[src/rtl/fpnew_multi_hart_sched_pkg.sv]
// Shared types for the multi-hart FPU scheduler: operation request and
// response records as seen by fpnew_top, arbiter states and a wrap helper.
package fpnew_multi_hart_sched_pkg;

  localparam int unsigned WIDTH        = 64;
  localparam int unsigned NUM_OPERANDS = 3;

  // Requester-local tag, passed through the FPU untouched.
  typedef logic [3:0] tag_t;

  typedef enum logic [2:0] {
    RNE = 3'b000,
    RTZ = 3'b001,
    RDN = 3'b010,
    RUP = 3'b011,
    RMM = 3'b100,
    DYN = 3'b111
  } roundmode_e;

  typedef enum logic [3:0] {
    FMADD, FNMSUB, ADD, MUL, DIV, SQRT, SGNJ, MINMAX,
    CMP, CLASSIFY, F2F, F2I, I2F, CPKAB, CPKCD
  } operation_e;

  typedef enum logic [2:0] {FP32, FP64, FP16, FP8, FP16ALT} fp_format_e;
  typedef enum logic [1:0] {INT8, INT16, INT32, INT64} int_format_e;

  typedef struct packed {
    logic nv;
    logic dz;
    logic of;
    logic uf;
    logic nx;
  } status_t;

  typedef struct packed {
    logic [NUM_OPERANDS-1:0][WIDTH-1:0] operands;
    roundmode_e                         rnd_mode;
    operation_e                         op;
    logic                               op_mod;
    fp_format_e                         src_fmt;
    fp_format_e                         dst_fmt;
    int_format_e                        int_fmt;
    logic                               vectorial;
    tag_t                               tag;
  } fpu_req_t;

  typedef struct packed {
    logic [WIDTH-1:0] result;
    status_t          status;
    tag_t             tag;
  } fpu_rsp_t;

  // Issue-side arbiter: free to pick a new winner, or holding a stalled grant.
  typedef enum logic {
    ARB_FREE,
    ARB_LOCKED
  } arb_state_e;

  // Single conditional subtract: idx is known to be below 2*n.
  function automatic int unsigned wrap_idx(input int unsigned idx, input int unsigned n);
    return (idx >= n) ? idx - n : idx;
  endfunction

endpackage

[src/rtl/fpnew_credit_cnt.sv]
// Per-requester outstanding-operation counter. Increments on issue,
// decrements on response, holds when both happen together, saturates at
// MaxVal, never underflows, and clears on flush.
module fpnew_credit_cnt #(
  parameter int unsigned MaxVal = 4
) (
  input  logic clk_i,
  input  logic rst_ni,
  input  logic clr_i,
  input  logic inc_i,
  input  logic dec_i,
  output logic full_o,
  output logic empty_o
);

  localparam int unsigned CntW = $clog2(MaxVal + 1);

  logic [CntW-1:0] cnt_q, cnt_d;

  // Next count: clear wins, simultaneous inc/dec cancel, bounds are held.
  always_comb begin
    // NOTE: cnt_d gets its default before any branch, so every path assigns it and no latch is inferred.
    cnt_d = cnt_q;
    if (clr_i) begin
      cnt_d = '0;
    end else if (inc_i && !dec_i && !full_o) begin
      cnt_d = cnt_q + CntW'(1);
    end else if (dec_i && !inc_i && !empty_o) begin
      cnt_d = cnt_q - CntW'(1);
    end
  end

  // Count register, cleared asynchronously.
  always_ff @(posedge clk_i or negedge rst_ni) begin
    // NOTE: state registers use non-blocking assignments so every flop samples pre-edge values.
    if (!rst_ni) begin
      cnt_q <= '0;
    end else begin
      cnt_q <= cnt_d;
    end
  end

  assign full_o  = (cnt_q == CntW'(MaxVal));
  assign empty_o = (cnt_q == '0);

endmodule

[src/rtl/fpnew_multi_hart_sched.sv]
// Shares one fpnew_top between NumReq requesters. Round-robin issue with a
// grant lock while the FPU stalls, per-requester credit limits, FPU tag
// extended with the requester index, and responses routed back by that index.
module fpnew_multi_hart_sched
  import fpnew_multi_hart_sched_pkg::*;
#(
  parameter int unsigned NumReq   = 4,
  parameter int unsigned Width    = WIDTH,
  parameter int unsigned MaxOutst = 4,
  parameter type         TagType  = tag_t
) (
  input  logic                                   clk_i,
  input  logic                                   rst_ni,
  input  logic                                   flush_i,
  input  logic [NumReq-1:0]                      req_valid_i,
  output logic [NumReq-1:0]                      req_ready_o,
  input  fpu_req_t [NumReq-1:0]                  req_i,
  output logic [NumReq-1:0]                      rsp_valid_o,
  input  logic [NumReq-1:0]                      rsp_ready_i,
  output fpu_rsp_t                               rsp_o,
  output logic                                   fpu_valid_o,
  input  logic                                   fpu_ready_i,
  output fpu_req_t                               fpu_req_o,
  output logic [$clog2(NumReq)+$bits(TagType)-1:0] fpu_tag_o,
  output logic                                   fpu_flush_o,
  input  logic                                   fpu_rsp_valid_i,
  output logic                                   fpu_rsp_ready_o,
  input  logic [Width+$bits(status_t)+$clog2(NumReq)+$bits(TagType)-1:0] fpu_rsp_i,
  output logic                                   busy_o
);

  localparam int unsigned IdxW = $clog2(NumReq);

  typedef struct packed {
    logic [IdxW-1:0] idx;
    TagType          tag;
  } sched_tag_t;

  // What fpnew_top hands back: result, flags and the extended tag.
  typedef struct packed {
    logic [Width-1:0] result;
    status_t          status;
    sched_tag_t       tag;
  } fpu_out_t;

  arb_state_e      state_q, state_d;
  logic [IdxW-1:0] ptr_q, ptr_d;
  logic [IdxW-1:0] lock_idx_q, lock_idx_d;

  logic [NumReq-1:0] eligible, full, empty, rsp_hs;
  logic [IdxW-1:0]   rr_idx, gnt_idx;
  logic              any_elig, issue_hs, rsp_idx_ok;
  fpu_out_t          fpu_out;
  sched_tag_t        issue_tag;

  assign eligible = req_valid_i & ~full;
  assign fpu_out  = fpu_rsp_i;

  // Round-robin search: first eligible requester at or after the pointer.
  always_comb begin
    rr_idx   = '0;
    any_elig = 1'b0;
    for (int unsigned k = 0; k < NumReq; k++) begin
      if (!any_elig && eligible[IdxW'(wrap_idx(32'(ptr_q) + k, NumReq))]) begin
        any_elig = 1'b1;
        rr_idx   = IdxW'(wrap_idx(32'(ptr_q) + k, NumReq));
      end
    end
  end

  // A stalled grant stays with its requester so the FPU sees stable data.
  assign gnt_idx   = (state_q == ARB_LOCKED) ? lock_idx_q : rr_idx;
  assign issue_tag = '{idx: gnt_idx, tag: TagType'(req_i[gnt_idx].tag)};

  // Issue-side outputs; flush suppresses any issue this cycle.
  always_comb begin
    fpu_valid_o = ((state_q == ARB_LOCKED) || any_elig) && !flush_i;
    issue_hs    = fpu_valid_o && fpu_ready_i;
    req_ready_o = '0;
    if (issue_hs) begin
      req_ready_o[gnt_idx] = 1'b1;
    end
  end

  // The op record keeps its local tag; the FPU carries the extended tag.
  assign fpu_req_o   = req_i[gnt_idx];
  assign fpu_tag_o   = issue_tag;
  assign fpu_flush_o = flush_i;

  // Arbiter next state: flush resets, handshake advances, stall locks.
  always_comb begin
    state_d    = state_q;
    ptr_d      = ptr_q;
    lock_idx_d = lock_idx_q;
    if (flush_i) begin
      state_d = ARB_FREE;
      ptr_d   = '0;
    end else if (issue_hs) begin
      state_d = ARB_FREE;
      ptr_d   = IdxW'(wrap_idx(32'(gnt_idx) + 32'd1, NumReq));
    end else if (fpu_valid_o) begin
      state_d    = ARB_LOCKED;
      lock_idx_d = gnt_idx;
    end
  end

  // Arbiter state registers.
  always_ff @(posedge clk_i or negedge rst_ni) begin
    if (!rst_ni) begin
      state_q    <= ARB_FREE;
      ptr_q      <= '0;
      lock_idx_q <= '0;
    end else begin
      state_q    <= state_d;
      ptr_q      <= ptr_d;
      lock_idx_q <= lock_idx_d;
    end
  end

  // Response routing by the index half of the tag; flush drains the FPU.
  assign rsp_idx_ok = (32'(fpu_out.tag.idx) < NumReq);

  always_comb begin
    rsp_valid_o     = '0;
    fpu_rsp_ready_o = flush_i;
    if (!flush_i && rsp_idx_ok) begin
      rsp_valid_o[fpu_out.tag.idx] = fpu_rsp_valid_i;
      fpu_rsp_ready_o              = rsp_ready_i[fpu_out.tag.idx];
    end
  end

  assign rsp_hs = rsp_valid_o & rsp_ready_i;
  assign rsp_o  = '{result: fpu_out.result, status: fpu_out.status, tag: tag_t'(fpu_out.tag.tag)};

  for (genvar i = 0; i < NumReq; i++) begin : g_credit
    fpnew_credit_cnt #(
      .MaxVal (MaxOutst)
    ) i_cnt (
      .clk_i   (clk_i),
      .rst_ni  (rst_ni),
      .clr_i   (flush_i),
      .inc_i   (req_ready_o[i]),
      .dec_i   (rsp_hs[i]),
      .full_o  (full[i]),
      .empty_o (empty[i])
    );
  end

  assign busy_o = (|(~empty)) || fpu_valid_o;

`ifndef SYNTHESIS
  // A response for a requester with nothing outstanding is a protocol error.
  a_no_underflow: assert property (@(posedge clk_i) disable iff (!rst_ni) !(|(rsp_hs & empty)))
    else $error("response routed to requester with no outstanding op");
  a_one_ready: assert property (@(posedge clk_i) disable iff (!rst_ni) $onehot0(req_ready_o))
    else $error("more than one req_ready_o asserted");
  a_ready_needs_fpu: assert property (@(posedge clk_i) disable iff (!rst_ni) (|req_ready_o) |-> fpu_ready_i)
    else $error("req_ready_o without fpu_ready_i");
`endif

endmodule

[config.mk]
export PLATFORM = sky130hd
export DESIGN_NAME = fpnew_multi_hart_sched
export DESIGN_NICKNAME = d
export VERILOG_FILES = /design/src/rtl/fpnew_multi_hart_sched_pkg.sv /design/src/rtl/fpnew_credit_cnt.sv /design/src/rtl/fpnew_multi_hart_sched.sv
export SDC_FILE = /design/constraint.sdc
export NUM_CORES = 1
export LEC_CHECK = 0
export CAP_MARGIN = 0
export CORE_AREA = 5 5 482 484
export DETAILED_ROUTE_END_ITERATION = 16
export DIE_AREA = 0 0 487 489
export DONT_BUFFER_PORTS = 1
export PLACE_DENSITY = 0.3
export SLEW_MARGIN = 20
export SYNTH_ARGS = -nofsm -noshare
export SYNTH_HDL_FRONTEND = slang
export SYNTH_SLANG_ARGS = --single-unit
[constraint.sdc]
create_clock -name clk_i -period 4.45 [get_ports clk_i]
set_input_delay 0.89 -clock clk_i [delete_from_list [all_inputs] [get_ports clk_i]]
set_output_delay 0.89 -clock clk_i [all_outputs]
set_load 0.005 [all_outputs]
==> results_dict.tcl, run 1 <==
set metrics [dict create \
    die_x_um 487 \
    antenna_left 0 \
    cts_made_buffers 3 \
    pin_count 1244 \
    cts_tree "built" \
    end_kind "primary output" \
    swShare_pct 62.0 \
    synthToLayoutAreaGrowth_pct 50.9 \
    dp_hpwl_um 168000 \
    worst_slew_pin_slew_ns 0.747 \
    synth_ff_type "dfrtp_1" \
    setup_viol 0 \
    cellPowerDensity_nw_per_um2 354 \
    grt_max_degree 90 \
    place_inst 4674 \
    switchingPower_mw 2.95 \
    setup.worst_path.end "fpu_req_o[64]" \
    hold_violations 0 \
    status "finished clean" \
    path_max_fanout 36 \
    finalWeightedCongestion 0.971 \
    required_ns 3.56 \
    grt_pass1_wl_um 207000 \
    firstDrtPassIters 5 \
    drc_errors 0 \
    grt_antenna_before_repair 304 \
    worstSkewPairLatency_ns 0.26 \
    cp_slowest_cell "a2111oi_4" \
    design_area_um2 13500 \
    overflow 0 \
    grt_use_total_pct 14.2 \
    cp.depth 11 \
    ff2ff_setup_slack_ns 0.69 \
    start_util_pct 3.93 \
    ys_seq_area_share_pct 4.77 \
    synth_edf_count 0 \
    syn_avg_cell_area_um2 5.24 \
    avgRoutedWirePerCell_um 37.9 \
    finalSetupTns_ns 0 \
    reg2reg_depth 11 \
    rows 175 \
    crit_type "flop to primary output" \
    cts_hold_buffers 0 \
    drtIter0Drc 1294 \
    slowest_delay_ns 0.47 \
    drv_cap 0 \
    fmax_mhz 230 \
    fin_skew_ns 0.00428 \
    syn_nets 2648 \
    start_kind "flop" \
    clk_pin_slew_ns 0.06 \
    yosys_register_bits 17 \
    fp.dieH_um 489 \
    cp_num_buf_inv 4 \
    p_leak_nw 5.04 \
    rsz0062_at_grt "no" \
    seq_power_share_pct 3.8 \
    critical-path-top-delay-family "simple AND/OR/NAND/NOR gates" \
    crit_arrival_ns 3.45 \
    async_reset_ff_share_pct 100 \
    num_vias 14367 \
    syn_inst 1704 \
    die-area_um2 238000 \
    synthesis.area_um2 8920 \
    reg2reg_to "g_credit[1].i_cnt.cnt_q[2]" \
    placed_area_um2 13100 \
    period_share_pct 97.6 \
    ys_types 64 \
    hold_class "input port to asynchronous set/reset pin" \
    core-area_um2 227000 \
    vias_per_cell 3.02 \
    drive_above_1_share_pct 13.8 \
    cts_buffer_depth 2 \
    combPwrFrac_pct 92.0 \
    yosys_warnings 0 \
    r2r-start "g_credit[3].i_cnt.cnt_q[2]" \
    irDropWorstVdd_mv 0.152 \
    period_needed_ns 4.34 \
    final_cells 4759 \
    max-slew-margin-rel_pct 50.2 \
    cts_root_buf "clkbuf_16" \
    cts_max_level 1 \
    clock_sinks 17 \
    startpoint "g_credit[0].i_cnt.cnt_q[0]" \
    first_global_vias 13302 \
    final-max-slew-violation-count 0 \
    nets 2616 \
    port_buffers 0 \
    power_frac_clock_pct 4.1 \
    postRouteWirelength_um 180000 \
    path_cells "or3b_4 -> and2_4 -> a2111oi_4 -> nor3_4 -> inv_8 -> buf_12 -> buf_6 -> nand2_1 -> and3_1 -> a31oi_1 -> buf_4" \
    cell_internal_pwr_mw 1.81 \
]
[flip-flops by register name (all words and copies together) (netlist names)]
name and count:
ptr_q 2, g_credit.i_cnt.cnt_q 12, state_q 1, lock_idx_q 2
[cell type report]
class | count | area [um^2]
Antenna cell | 79 | 198
Timing Repair Buffer | 193 | 1730
Fill cell | 27181 | 213000
Tap cell | 3009 | 3760
Clock buffer | 4 | 78.8
Multi-Input combinational cell | 1438 | 7180
Inverter | 19 | 86.3
Sequential cell | 17 | 425
[cells in the final DEF, fill, tap and decap left out, types with 5 or more instances in the layout]
master,n
xnor2_1,5
a31oi_1,206
diode_2,79
a31oi_2,7
inv_1,17
dfrtp_1,17
a211oi_1,7
a21oi_1,11
buf_4,170
and2_1,7
nand2_1,872
and3_1,219
nand3_1,6
buf_12,18
nor2_1,19
[what timing repair did]
item / in CTS / in global routing
setup endpoints to repair: 49 / 29
setup buffers: 0 / 2
gates resized for setup: 10 / 7
pin swaps: 1 / 2
[synthesized netlist by cell type, types with 7 or more instances]
cell | instances | area, um^2
clkbuf_1 | 72 | 270
a21oi_1 | 11 | 55.1
a31oi_1 | 214 | 1340
inv_1 | 17 | 63.8
and2_1 | 8 | 50.1
dfrtp_1 | 17 | 425
a211oi_1 | 7 | 52.6
nor2_1 | 19 | 71.3
and3_1 | 219 | 1370
nand2_1 | 872 | 3270
buf_2 | 53 | 265
buf_4 | 103 | 773
[logic make-up after synthesis]
logic type / count (synthesis) / share of synthesized area (%)
buffers and inverters: 249 / 15.6
muxes: 8 / 1.35
DFF: 17 / 4.77
adders and majority gates: 4 / 0.898
and+or+nand+nor: 1155 / 56.9
AOI/OAI and AO/OA: 266 / 19.9
xor gates and xnor gates: 5 / 0.491
[power by group through the flow]
stage,sequential (mW),combinational (mW),clock (mW)
2_1_floorplan,0.180,2.13,0
3_3_place_gp,0.185,4.49,0
3_5_place_dp,0.185,4.51,0
4_1_cts,0.182,4.54,0.201
5_1_grt,0.185,4.77,0.205
6_report,0.183,4.38,0.197
[layer usage]
layer,vias to the layer above,track usage [%],wire (um)
li1,5741,-,-
met1,6498,13.2,56800
met2,1383,22.7,78900
met3,509,13.7,37400
met4,236,3.07,5710
met5,-,0,1540
[worst min path at each step]
stage                     cells after the start  slack (ns)                    endpoint     startpoint
final                                         0        0.32               lock_idx_q[1]         rst_ni
after detailed placement                      1        0.51               lock_idx_q[0]  lock_idx_q[0]
after CTS                                     0        0.32  g_credit[0].i_cnt.cnt_q[1]         rst_ni
after global placement                        1        0.51               lock_idx_q[0]  lock_idx_q[0]
after global routing                          0        0.32  g_credit[2].i_cnt.cnt_q[1]         rst_ni
after floorplan                               1        0.48               lock_idx_q[1]  lock_idx_q[1]
[per-stage QoR]
step / hold slack [ns] / utilization, % / setup WS (ns) / power, mW
floorplan: 0.481 / - / 0.714 / 2.31
global placement: 0.509 / 5.77 / -0.272 / 4.68
detailed placement: 0.509 / 5.77 / -0.322 / 4.70
CTS: 0.320 / 5.83 / 0.00332 / 4.93
global route: 0.316 / 5.88 / 0.00289 / 5.16
finish: 0.323 / 5.94 / 0.105 / 4.76
No activity file was read; power rests on OpenSTA's default activity.
==> run 2: changes to the inputs <==
CORE_AREA = 5 5 479 481   (was 5 5 482 484)
DIE_AREA = 0 0 484 486   (was 0 0 487 489)
DONT_BUFFER_PORTS = unset   (was 1)
GPL_TIMING_DRIVEN = 0   (was unset)
clock period = 4.7 ns   (was 4.45 ns; I/O delays follow)
==> results_dict.tcl, run 2 (synthesis gave the netlist of run 1 again) <==
set metrics [dict create \
    worstSkewPairLatency_ns 0.25 \
    post-place-ws_ns -2.23 \
    drv_cap 0 \
    start_util_pct 3.98 \
    grtUsageMet3_pct 8.51 \
    drive_above_1_share_pct 15.3 \
    hold_class "flop to flop" \
    crit_type "flop to primary output" \
    cts_max_level 1 \
    cts_tree "built" \
    clk_pin_slew_ns 0.06 \
    die-area_um2 235000 \
    cts_root_buf "clkbuf_16" \
    reg_top3 "g_credit.i_cnt.cnt_q (12), lock_idx_q (2), ptr_q (2)" \
    power_mw 7.58 \
    clock_sinks 17 \
    firstDrtPassIters 5 \
    switchingPower_mw 4.20 \
    rsz0062_at_grt "yes" \
    first_global_vias 18884 \
    cts_buffer_depth 2 \
    power_frac_clock_pct 2.4 \
    grt_antenna_before_repair 185 \
    synthToLayoutAreaGrowth_pct 198 \
    final_common_cell "clkdlybuf4s50_1" \
    finalSetupTns_ns 0 \
    antenna_left 0 \
    top_register "g_credit.i_cnt.cnt_q" \
    fin_skew_ns 0.00409 \
    hold_violations 0 \
    period_share_pct 98.5 \
    finalWeightedCongestion 0.925 \
    vias_per_cell 3.11 \
    cell_internal_pwr_mw 3.38 \
    grt_max_degree 18 \
    gr-max-usage-layer "met2" \
    setup_viol 0 \
    start_kind "flop" \
    period_needed_ns 4.63 \
    dp_hpwl_um 185000 \
    max-slew-margin-rel_pct 35.0 \
    cts_made_buffers 3 \
    largest_reg_flops 12 \
    cts_hold_buffers 0 \
    placed_area_um2 24500 \
    final-max-slew-violation-count 0 \
    drtIter0Drc 1257 \
    postRouteWirelength_um 201000 \
    fp.dieH_um 486 \
    seq_power_share_pct 2.3 \
    cellPowerDensity_nw_per_um2 285 \
    port_buffers 1170 \
    core-area_um2 224000 \
    crit_arrival_ns 3.69 \
    grt_pass1_wl_um 243000 \
    nets 3847 \
    status "finished clean" \
    end_kind "primary output" \
    swShare_pct 55.4 \
    mostFrequentLayoutCells "1052 x clkdlybuf4s50_1, 837 x nand2_1, 166 x and3_1" \
    irDropWorstVdd_mv 0.103 \
    path_max_fanout 14 \
    setup_slack_ns 0.0687 \
    num_vias 18450 \
    combPwrFrac_pct 95.3 \
    worst_slew_pin_slew_ns 0.962 \
    drc_errors 0 \
    p_leak_nw 10.3 \
    avgRoutedWirePerCell_um 33.8 \
    grt_use_met2_pct 27.9 \
    fmax_mhz 216 \
    required_ns 3.76 \
    grtUsageMet1_pct 18.4 \
    pin_count 1244 \
    grt_use_total_pct 16.1 \
    rows 174 \
    design_area_um2 26600 \
    die_x_um 484 \
    overflow 0 \
]
-- run 2: cell count changes in the layout (fill, tap and decap cells not counted), moves of 30 or more --
cell	before	now
diode_2	79	45
clkdlybuf4s50_1	0	1052
and3_1	219	166
buf_4	170	116
and3_2	0	30
nand2_2	0	32
clkbuf_2	0	30
nand2_1	872	837
a31oi_1	206	157
dlygate4sd2_1	0	83
-- run 2: metal layers --
layer	vias up	wire length (um)
met5	-	1020
met4	154	2210
met3	280	24000
met2	1106	95300
met1	8737	78200
li1	8173	-
-- run 2: cell type report --
class,count,area [um^2]
Timing Repair Buffer,1199,12100
Inverter,19,100
Buffer,225,1990
Sequential cell,17,427
Antenna cell,45,113
Fill cell,26364,198000
Multi-Input combinational cell,1438,8010
Clock buffer,4,78.8
Tap cell,2992,3740
-- run 2: what timing repair did --
action                                  CTS  global route
pin swaps                                13             8
cloned                                    5             1
setup buffers                            14             4
gates resized for setup                 564            58
endpoints found under the setup margin  220           114
-- run 2: path summary, 6_finish.rpt --
path | end | cells past startpoint | from | slack, ns
max in group asynchronous | g_credit[1].i_cnt.cnt_q[2] | 1 | rst_ni | 2.82
max reg2reg | g_credit[1].i_cnt.cnt_q[2] | 11 | g_credit[1].i_cnt.cnt_q[0] | 0.90
min reg2reg | lock_idx_q[0] | 1 | lock_idx_q[0] | 0.53
min in group asynchronous | ptr_q[0] | 1 | rst_ni | 1.22
min | lock_idx_q[0] | 1 | lock_idx_q[0] | 0.53
max | fpu_req_o[70] | 10 | g_credit[1].i_cnt.cnt_q[0] | 0.07
-- run 2: critical path: stages, from the launching register on --
cell	delay, ns
dfrtp_1	0.42
or3b_4	0.47
and2_4	0.19
a32o_2	0.29
nor3_4	0.24
buf_12	0.21
bufbuf_16	0.36
clkbuf_2	0.25
nand2_2	0.16
a31oi_1	0.23
clkdlybuf4s50_1	0.58
-- run 2: per-stage QoR --
| stage | utilization (%) | hold WS [ns] | cells |
|---|---|---|---|
| floorplan | - | 0.481 | 1704 |
| global route | 11.8 | 0.558 | 5895 |
| global placement | 10.9 | 0.498 | 5866 |
| finish | 11.9 | 0.525 | 5939 |
| detailed placement | 10.9 | 0.517 | 5871 |
| CTS | 11.7 | 0.531 | 5893 |
-- run 2: power by group through the flow --
| stage | clock, mW | combinational, mW | sequential [mW] |
|---|---|---|---|
| floorplan | 0 | 2.02 | 0.171 |
| global placement | 0 | 6.75 | 0.175 |
| detailed placement | 0 | 6.77 | 0.175 |
| CTS | 0.188 | 7.42 | 0.173 |
| global route | 0.195 | 7.65 | 0.175 |
| finish | 0.182 | 7.22 | 0.173 |
==> run 3: changes to the inputs <==
CORE_AREA = 5 5 475 477   (was 5 5 479 481)
DIE_AREA = 0 0 480 482   (was 0 0 484 486)
clock period = 5.9 ns   (was 4.7 ns; I/O delays follow)
==> results_dict.tcl, run 3 (synthesis gave the netlist of run 1 again) <==
set metrics [dict create \
    worstSkewPairLatency_ns 0.27 \
    vias_per_cell 3.13 \
    fmax_mhz 172 \
    grt_pass1_wl_um 244000 \
    cellPowerDensity_nw_per_um2 225 \
    cts_tree "built" \
    dp_hpwl_um 189000 \
    rsz0062_at_grt "no" \
    place_inst 5852 \
    firstDrtPassIters 5 \
    start_util_pct 4.04 \
    period_share_pct 98.4 \
    reg_top3 "g_credit.i_cnt.cnt_q (12), lock_idx_q (2), ptr_q (2)" \
    drv_cap 0 \
    grt_max_degree 18 \
    fin_skew_ns 0.00516 \
    multiInputGateArea_um2 7400 \
    nets 3831 \
    clock_sinks 17 \
    rows 173 \
    postRouteWirelength_um 204000 \
    finalSetupTns_ns 0 \
    regArea_um2 425 \
    cts_max_level 1 \
    top_register "g_credit.i_cnt.cnt_q" \
    required_ns 4.72 \
    worst_slew_pin_slew_ns 0.815 \
    reg2reg_depth 11 \
    final_common_cell "clkdlybuf4s50_1" \
    grt_antenna_before_repair 220 \
    fp.dieH_um 482 \
    clk_pin_slew_ns 0.07 \
    start_kind "input port" \
    irDropWorstVdd_mv 0.0704 \
    first_global_vias 19120 \
    synthToLayoutAreaGrowth_pct 183 \
    hold_class "flop to flop" \
    drc_errors 0 \
    die_x_um 480 \
    cts_buffer_depth 2 \
    avgRoutedWirePerCell_um 34.5 \
    n_fill_cell 26016 \
    mostFrequentLayoutCells "1149 x clkdlybuf4s50_1, 863 x nand2_1, 196 x and3_1" \
    path_max_fanout 10 \
    period_needed_ns 5.81 \
    grt_use_total_pct 16.7 \
    placed_area_um2 24400 \
    max-slew-margin-rel_pct 45.7 \
    drive_above_1_share_pct 10.7 \
    setup_viol 0 \
    largest_reg_flops 12 \
    antenna_left 0 \
    cts_root_buf "clkbuf_16" \
    die-area_um2 231000 \
    overflow 0 \
    design_area_um2 25300 \
    hold_violations 0 \
    power_mw 5.68 \
    port_buffers 1170 \
    final_cells 5913 \
    crit_arrival_ns 4.63 \
    finalWeightedCongestion 0.876 \
    crit_type "input port to primary output" \
    drtIter0Drc 1177 \
    status "finished clean" \
    core-area_um2 221000 \
    p_leak_nw 9.73 \
    hold_depth 1 \
    pin_count 1244 \
    num_vias 18507 \
    cts_made_buffers 3 \
    cts_hold_buffers 0 \
    final-max-slew-violation-count 0 \
    end_kind "primary output" \
]
==> run 3: cell count changes in the layout (fill, tap and decap cells not counted), moves of 11 or more <==
cell,change
a31oi_1,+33
a31oi_2,-12
a31oi_4,-21
and3_1,+30
and3_4,-20
buf_16,-11
buf_2,+18
buf_6,-11
clkdlybuf4s15_2,-11
clkdlybuf4s50_1,+97
dlygate4sd2_1,-66
dlymetal6s2s_1,-13
nand2_1,+26
nand2_2,-23
==> run 3: worst paths after layout <==
path | endpoint | slack (ns) | start
setup / recovery | fpu_req_o[111] | 0.09 | req_valid_i[1]
min in group asynchronous | ptr_q[1] | 0.89 | rst_ni
setup reg to reg | g_credit[1].i_cnt.cnt_q[2] | 1.73 | g_credit[3].i_cnt.cnt_q[2]
max in group asynchronous | lock_idx_q[1] | 4.60 | rst_ni
hold / removal | lock_idx_q[0] | 0.52 | lock_idx_q[0]
hold reg to reg | lock_idx_q[0] | 0.52 | lock_idx_q[0]
==> run 3: what timing repair did <==
action,in CTS,in global routing
setup buffers,7,0
gates resized for setup,167,51
pin swaps,3,0
endpoints found under the setup margin,218,127
==> run 3: worst max-delay path, cell delays in order <==
cell and delay [ns]:
clkdlybuf4s50_1 0.58, a22oi_1 0.19, a2111oi_4 0.43, nor3_4 0.07
buf_12 0.16, inv_6 0.15, buf_12 0.19, buf_6 0.23
buf_4 0.20, nand2_1 0.20, a31oi_1 0.35, clkdlybuf4s50_1 0.62
==> run 3: area by class of cell <==
type                       instances  area share, %
tap                             2975           14.7
buffer                           228           6.35
sequential                        17           1.68
timing repair buffer            1180           46.8
clock inverter                     1         0.0198
multi-input combinational       1438           29.3
antenna                           52          0.515
inverter                          19          0.302
clock buffer                       3          0.297
==> run 3: metal layers <==
metal / part of all wire, % / track usage (%)
met3: 13 / 9.29
met5: 0.43 / 0
met2: 46 / 27.8
met1: 39 / 19.5
met4: 1.1 / 1.04
==> run 3: where the power goes <==
| part | internal [mW] | switching [mW] | total [mW] |
|---|---|---|---|
| clock network | 0.0920 | 0.0732 | 0.165 |
| logic | 2.27 | 3.10 | 5.37 |
| registers | 0.126 | 0.0133 | 0.140 |
| total | 2.49 | 3.19 | 5.68 |
==> run 3: metrics by stage <==
| step | setup WS [ns] | util, % | hold slack (ns) |
|---|---|---|---|
| 3_3_place_gp | -2.22 | 11.0 | 0.502 |
| 2_1_floorplan | 1.68 | - | 0.481 |
| 5_1_grt | 0.00127 | 11.4 | 0.539 |
| 3_5_place_dp | -1.88 | 11.1 | 0.506 |
| 4_1_cts | -0.00549 | 11.3 | 0.525 |
| 6_report | 0.0937 | 11.4 | 0.516 |
